[src/rtl/sdram_dl_writer.sv]
// Turns the byte-wide ioctl download stream into 16-bit SDRAM word writes on a toggle req/ack port.
// Bytes are paired into words, buffered in a small FIFO, and a pulse reports when every write has been acked.
module sdram_dl_writer #(
   parameter int unsigned FIFO_DEPTH = 4,
   parameter logic [22:0] BASE_WORD  = 23'h0
) (
   input  logic        clk,
   input  logic        init_n,
   input  logic        ioctl_downl,
   input  logic        ioctl_wr,
   input  logic [24:0] ioctl_addr,
   input  logic [7:0]  ioctl_dout,
   output logic        dl_wait,
   output logic        dl_done,
   output logic        overflow,
   output logic        port_req,
   input  logic        port_ack,
   output logic        port_we,
   output logic [22:0] port_a,
   output logic [1:0]  port_ds,
   output logic [15:0] port_d
);
   localparam int unsigned AW = $clog2(FIFO_DEPTH);
   localparam int unsigned CW = AW + 1;
   localparam int unsigned EW = 23 + 2 + 16;

   typedef enum logic {IDLE, WAIT} state_t;

   state_t        state;
   logic [EW-1:0] mem [FIFO_DEPTH];
   logic [AW-1:0] wr_ptr;
   logic [AW-1:0] rd_ptr;
   logic [CW-1:0] count;
   logic          hold_valid;
   logic [22:0]   hold_a;
   logic [7:0]    hold_d;
   logic          downl_q;
   logic          flush_pend;
   logic          busy;

   logic          byte_in;
   logic          fall;
   logic          same_word;
   logic [22:0]   in_a;
   logic          push;
   logic          push_ok;
   logic          pop;
   logic          full;
   logic          empty;
   logic          done_cond;
   logic [22:0]   push_a;
   logic [1:0]    push_ds;
   logic [15:0]   push_d;
   logic          unused_addr_msb;

   assign unused_addr_msb = ioctl_addr[24];
   assign byte_in   = ioctl_wr & ioctl_downl;
   assign fall      = downl_q & ~ioctl_downl;
   assign in_a      = ioctl_addr[23:1] + BASE_WORD;
   assign same_word = hold_valid && (hold_a == in_a);
   assign full      = (count == CW'(FIFO_DEPTH));
   assign empty     = (count == '0);
   assign pop       = (state == IDLE) && !empty;
   assign push_ok   = push && !full;
   assign done_cond = !ioctl_downl && !downl_q && !flush_pend && !hold_valid &&
                      empty && (state == IDLE) && busy;

   // Byte assembler: decide what (if anything) enters the FIFO this cycle.
   always_comb begin
      push    = 1'b0;
      push_a  = hold_a;
      push_ds = 2'b01;
      push_d  = {8'h00, hold_d};
      if (byte_in) begin
         if (!ioctl_addr[0]) begin
            push = hold_valid;
         end else if (same_word) begin
            push    = 1'b1;
            push_ds = 2'b11;
            push_d  = {ioctl_dout, hold_d};
         end else begin
            push    = 1'b1;
            push_a  = in_a;
            push_ds = 2'b10;
            push_d  = {ioctl_dout, 8'h00};
         end
      end else if (flush_pend && hold_valid) begin
         push = 1'b1;
      end
   end

   // Holder, FIFO bookkeeping, throttle and completion tracking.
   always_ff @(posedge clk or negedge init_n) begin
      if (!init_n) begin
         downl_q    <= 1'b0;
         flush_pend <= 1'b0;
         hold_valid <= 1'b0;
         hold_a     <= '0;
         hold_d     <= '0;
         wr_ptr     <= '0;
         rd_ptr     <= '0;
         count      <= '0;
         overflow   <= 1'b0;
         dl_wait    <= 1'b0;
         busy       <= 1'b0;
         dl_done    <= 1'b0;
      end else begin
         downl_q <= ioctl_downl;
         if (fall) begin
            flush_pend <= 1'b1;
         end else if (!byte_in) begin
            flush_pend <= 1'b0;
         end
         if (byte_in && !ioctl_addr[0]) begin
            hold_valid <= 1'b1;
            hold_a     <= in_a;
            hold_d     <= ioctl_dout;
         end else if (byte_in && same_word) begin
            hold_valid <= 1'b0;
         end else if (!byte_in && flush_pend) begin
            hold_valid <= 1'b0;
         end
         if (push_ok) begin
            wr_ptr <= wr_ptr + AW'(1);
         end
         if (pop) begin
            rd_ptr <= rd_ptr + AW'(1);
         end
         count <= count + CW'(push_ok) - CW'(pop);
         if (push && full) begin
            overflow <= 1'b1;
         end
         dl_wait <= (count >= CW'(FIFO_DEPTH - 1));
         if (ioctl_downl) begin
            busy <= 1'b1;
         end else if (done_cond) begin
            busy <= 1'b0;
         end
         dl_done <= done_cond;
      end
   end

   always_ff @(posedge clk) begin
      if (push_ok) begin
         mem[wr_ptr] <= {push_a, push_ds, push_d};
      end
   end

   // Request FSM: one outstanding toggle request at a time, at least one idle cycle between requests.
   always_ff @(posedge clk or negedge init_n) begin
      if (!init_n) begin
         state    <= IDLE;
         port_req <= 1'b0;
         port_we  <= 1'b0;
         port_a   <= '0;
         port_ds  <= '0;
         port_d   <= '0;
      end else begin
         case (state)
            IDLE: begin
               if (!empty) begin
                  {port_a, port_ds, port_d} <= mem[rd_ptr];
                  port_we  <= 1'b1;
                  port_req <= ~port_req;
                  state    <= WAIT;
               end
            end
            WAIT: begin
               if (port_ack == port_req) begin
                  port_we <= 1'b0;
                  state   <= IDLE;
               end
            end
            default: state <= IDLE;
         endcase
      end
   end

endmodule

[config.mk]
export PLATFORM = sky130hd
export DESIGN_NAME = sdram_dl_writer
export DESIGN_NICKNAME = d
export VERILOG_FILES = /design/src/rtl/sdram_dl_writer.sv
export SDC_FILE = /design/constraint.sdc
export NUM_CORES = 1
export LEC_CHECK = 0
export CAP_MARGIN = 20
export CORE_ASPECT_RATIO = 1.25
export CORE_MARGIN = 4
export CORE_UTILIZATION = 55
export DETAILED_ROUTE_END_ITERATION = 12
export PLACE_DENSITY = 0.76
export RECOVER_POWER = 100
export SLEW_MARGIN = 20
export SYNTH_ARGS = -nofsm -noshare
export SYNTH_HDL_FRONTEND = slang
export SYNTH_SLANG_ARGS = --single-unit
[constraint.sdc]
create_clock -name clk -period 3 [get_ports clk]
set_input_delay 0.6 -clock clk [delete_from_list [all_inputs] [get_ports clk]]
set_output_delay 0.6 -clock clk [all_outputs]
set_load 0.005 [all_outputs]
==> flow_summary.json <==
{
  "nets": 675,
  "use_met3": 0.0262,
  "grt_overflow": 0,
  "use_met1": 0.254,
  "die_w_um": 129,
  "synth_flop_cell": "edfxtp_1",
  "yosys_warnings": 0,
  "avgSynthCellArea_um2": 19.6,
  "synth-seq-cells": 253,
  "vias_per_cell": 5.59,
  "wl_per_cell_um": 21.7,
  "yosysTopAreaCell": "edfxtp_1",
  "finalSetupViolCount": 0,
  "crit_slowest_cell": "clkbuf_1",
  "grt_pass1_wl_um": 30500,
  "die_h_um": 159,
  "cp_data_required_time_ns": 3.22,
  "synthMostInstantiatedCell": "edfxtp_1",
  "slew_headroom": 0.119,
  "die-area_um2": 20600,
  "placed_cells_incl_taps": 831,
  "min_period_ns": 2.71,
  "hold_path_class": "primary input to asynchronous set/reset pin",
  "p_leak_nw": 4.34,
  "busiest_layer": "met2",
  "post_cts_buffers": 0,
  "crit_arrival_ns": 2.93,
  "netlist_top_cells_area": "edfxtp_1 (49%), dfrtp_1 (22%), mux4_2 (9.1%)",
  "stdcell_count": 876,
  "cts_tree": "done",
  "drive_gt1_frac": 0.270,
  "dp_hpwl_um": 12000,
  "initial_utilization": 0.558,
  "skew_ns": 0.0112,
  "clk_path_buf_depth": 3,
  "p_comb_frac": 0.278,
  "async_flop_share": 0.352,
  "synth_edf_count": 164,
  "swShare": 0.262,
  "max_freq_mhz": 369,
  "critPathCaptureType": "flop",
  "place_congestion": 0.748,
  "power_frac_seq": 0.443,
  "totalWireLength_um": 19000,
  "fin_crit_sh": 0.904,
  "p_switching_mw": 2.88,
  "cts_sinks": 253,
  "worst_pin_slew_ns": 1.32,
  "numCtsBuffers": 24,
  "io_buffers": 82,
  "synthCells": 515,
  "track_usage": 0.192,
  "cp_max_fo": 25,
  "timing.hold.ws_ns": 0.344,
  "drv_slew": 0,
  "ant_nets": 0,
  "path_class": "primary input to flop",
  "ys_seq_area_frac": 0.709,
  "vias": 4895,
  "p_per_area_nw_per_um2": 909,
  "p_int_mw": 8.10,
  "drt_iter0_drc": 368,
  "cts-hold-fix-buffers": 0,
  "grt_pass1_vias": 5562,
  "met2_usage": 0.337,
  "clk_latency_ns": 0.50,
  "clk_pin_slew_ns": 0.06,
  "synth_area_um2": 10100,
  "rsz0062_at_grt": "no",
  "crit_chain": "dlygate4sd3_1 -> and3_1 -> clkbuf_1 -> o21a_4 -> mux2_1",
  "post_cts_resized": 0,
  "post-place-ws_ns": -0.131,
  "cpPeakStageDelay_ns": 0.61,
  "root_buffer": "clkbuf_16",
  "row_count": 55,
  "grt_max_degree": 46,
  "fillers": 1196,
  "status": "complete, no violations",
  "ioPinCount": 84,
  "startpoint_type": "primary input",
  "synth_top_area_frac": 0.488,
  "setup_slack_ns": 0.289,
  "drc": 0,
  "firstDrtPassIters": 4,
  "core_um2": 18100,
  "ir_drop_v": 0.000515,
  "critical_path_buf_inv_count": 2,
  "cap_viol_max_count": 0,
  "clkPwrFrac": 0.279,
  "finish.utilization": 0.667,
  "critical_path.top_delay_family": "buffers and inverters",
  "yosys-top-cells-count": "edfxtp_1 (164), dfrtp_1 (89), mux2_2 (71)",
  "yosysUniqueCellTypes": 36,
  "antenna_found_initial": 1,
  "htree_levels": 1,
  "hold_violations": 0,
  "syn-num-nets": 561,
  "syn_to_final_growth_pct": 19.6
}
-- flip-flops by register name, summed over array words and instances (netlist names), 2 cells and up --
register and flops:
count 3, hold_a 23, hold_d 8, mem 164, port_a 23, port_d 16
port_ds 2, rd_ptr 2, wr_ptr 2
-- routing by layer --
metal | part of all wire | vias to the layer above
met5 | 0 | -
met4 | 0.016 | 0
met3 | 0.041 | 27
met2 | 0.54 | 116
met1 | 0.40 | 2547
li1 | - | 2205
-- final cells by class --
cell class	instances	area (um^2)	share of cell area
sequential	253	7150	0.593
multi-input combinational	231	2710	0.224
timing repair buffer	110	1080	0.0891
clock buffer	37	731	0.0605
tap	228	285	0.0236
clock inverter	7	85.1	0.00705
inverter	9	33.8	0.00280
antenna	1	2.50	0.000207
-- power groups by stage --
stage	combinational [mW]	clock (mW)	sequential, mW
floorplan	1.97	0	4.88
global placement	3.17	0	4.91
detailed placement	3.28	0	4.96
CTS	3.30	3.12	4.90
global route	3.36	3.28	4.95
finish	3.05	3.07	4.87
-- cells in the final DEF, fill, tap and decap left out, types with 19 or more instances in the layout --
| master | instances |
|---|---|
| dfrtp_1 | 87 |
| mux2_1 | 26 |
| mux2_2 | 69 |
| mux4_2 | 41 |
| clkdlybuf4s50_1 | 33 |
| xnor2_1 | 19 |
| edfxtp_1 | 164 |
| dlygate4sd3_1 | 48 |
| clkbuf_16 | 25 |
-- stage by stage --
step	area (um^2)	power, mW	setup TNS [ns]
after floorplan	10100	6.85	0
after detailed placement	11400	8.24	-12.46
final	12100	11.0	0
after global placement	11400	8.09	-10.24
after CTS	12200	11.3	0
after global routing	12100	11.6	0
-- cells by family after synthesis --
kind of cell             synth area share
flip-flops                          0.709
multiplexers                        0.205
AND/OR/NAND/NOR                    0.0271
buffers and inverters              0.0161
XOR/XNOR                           0.0252
AO/OA/AOI/OAI                     0.00706
adder cells (fa/ha/maj)            0.0107
-- worst paths after layout --
kind | start | end | slack (ns) | cells after the start
worst max-delay path | ioctl_downl | mem[3][35] | 0.29 | 5
worst min-delay path | init_n | port_d[1] | 0.34 | 1
worst max register to register | hold_a[7] | mem[3][35] | 0.53 | 5
worst min register to register | busy | busy | 0.48 | 1
max in group asynchronous | init_n | port_d[12] | 1.27 | 2
min in group clk | busy | busy | 0.48 | 1
Power figures use the tool's default switching activity.
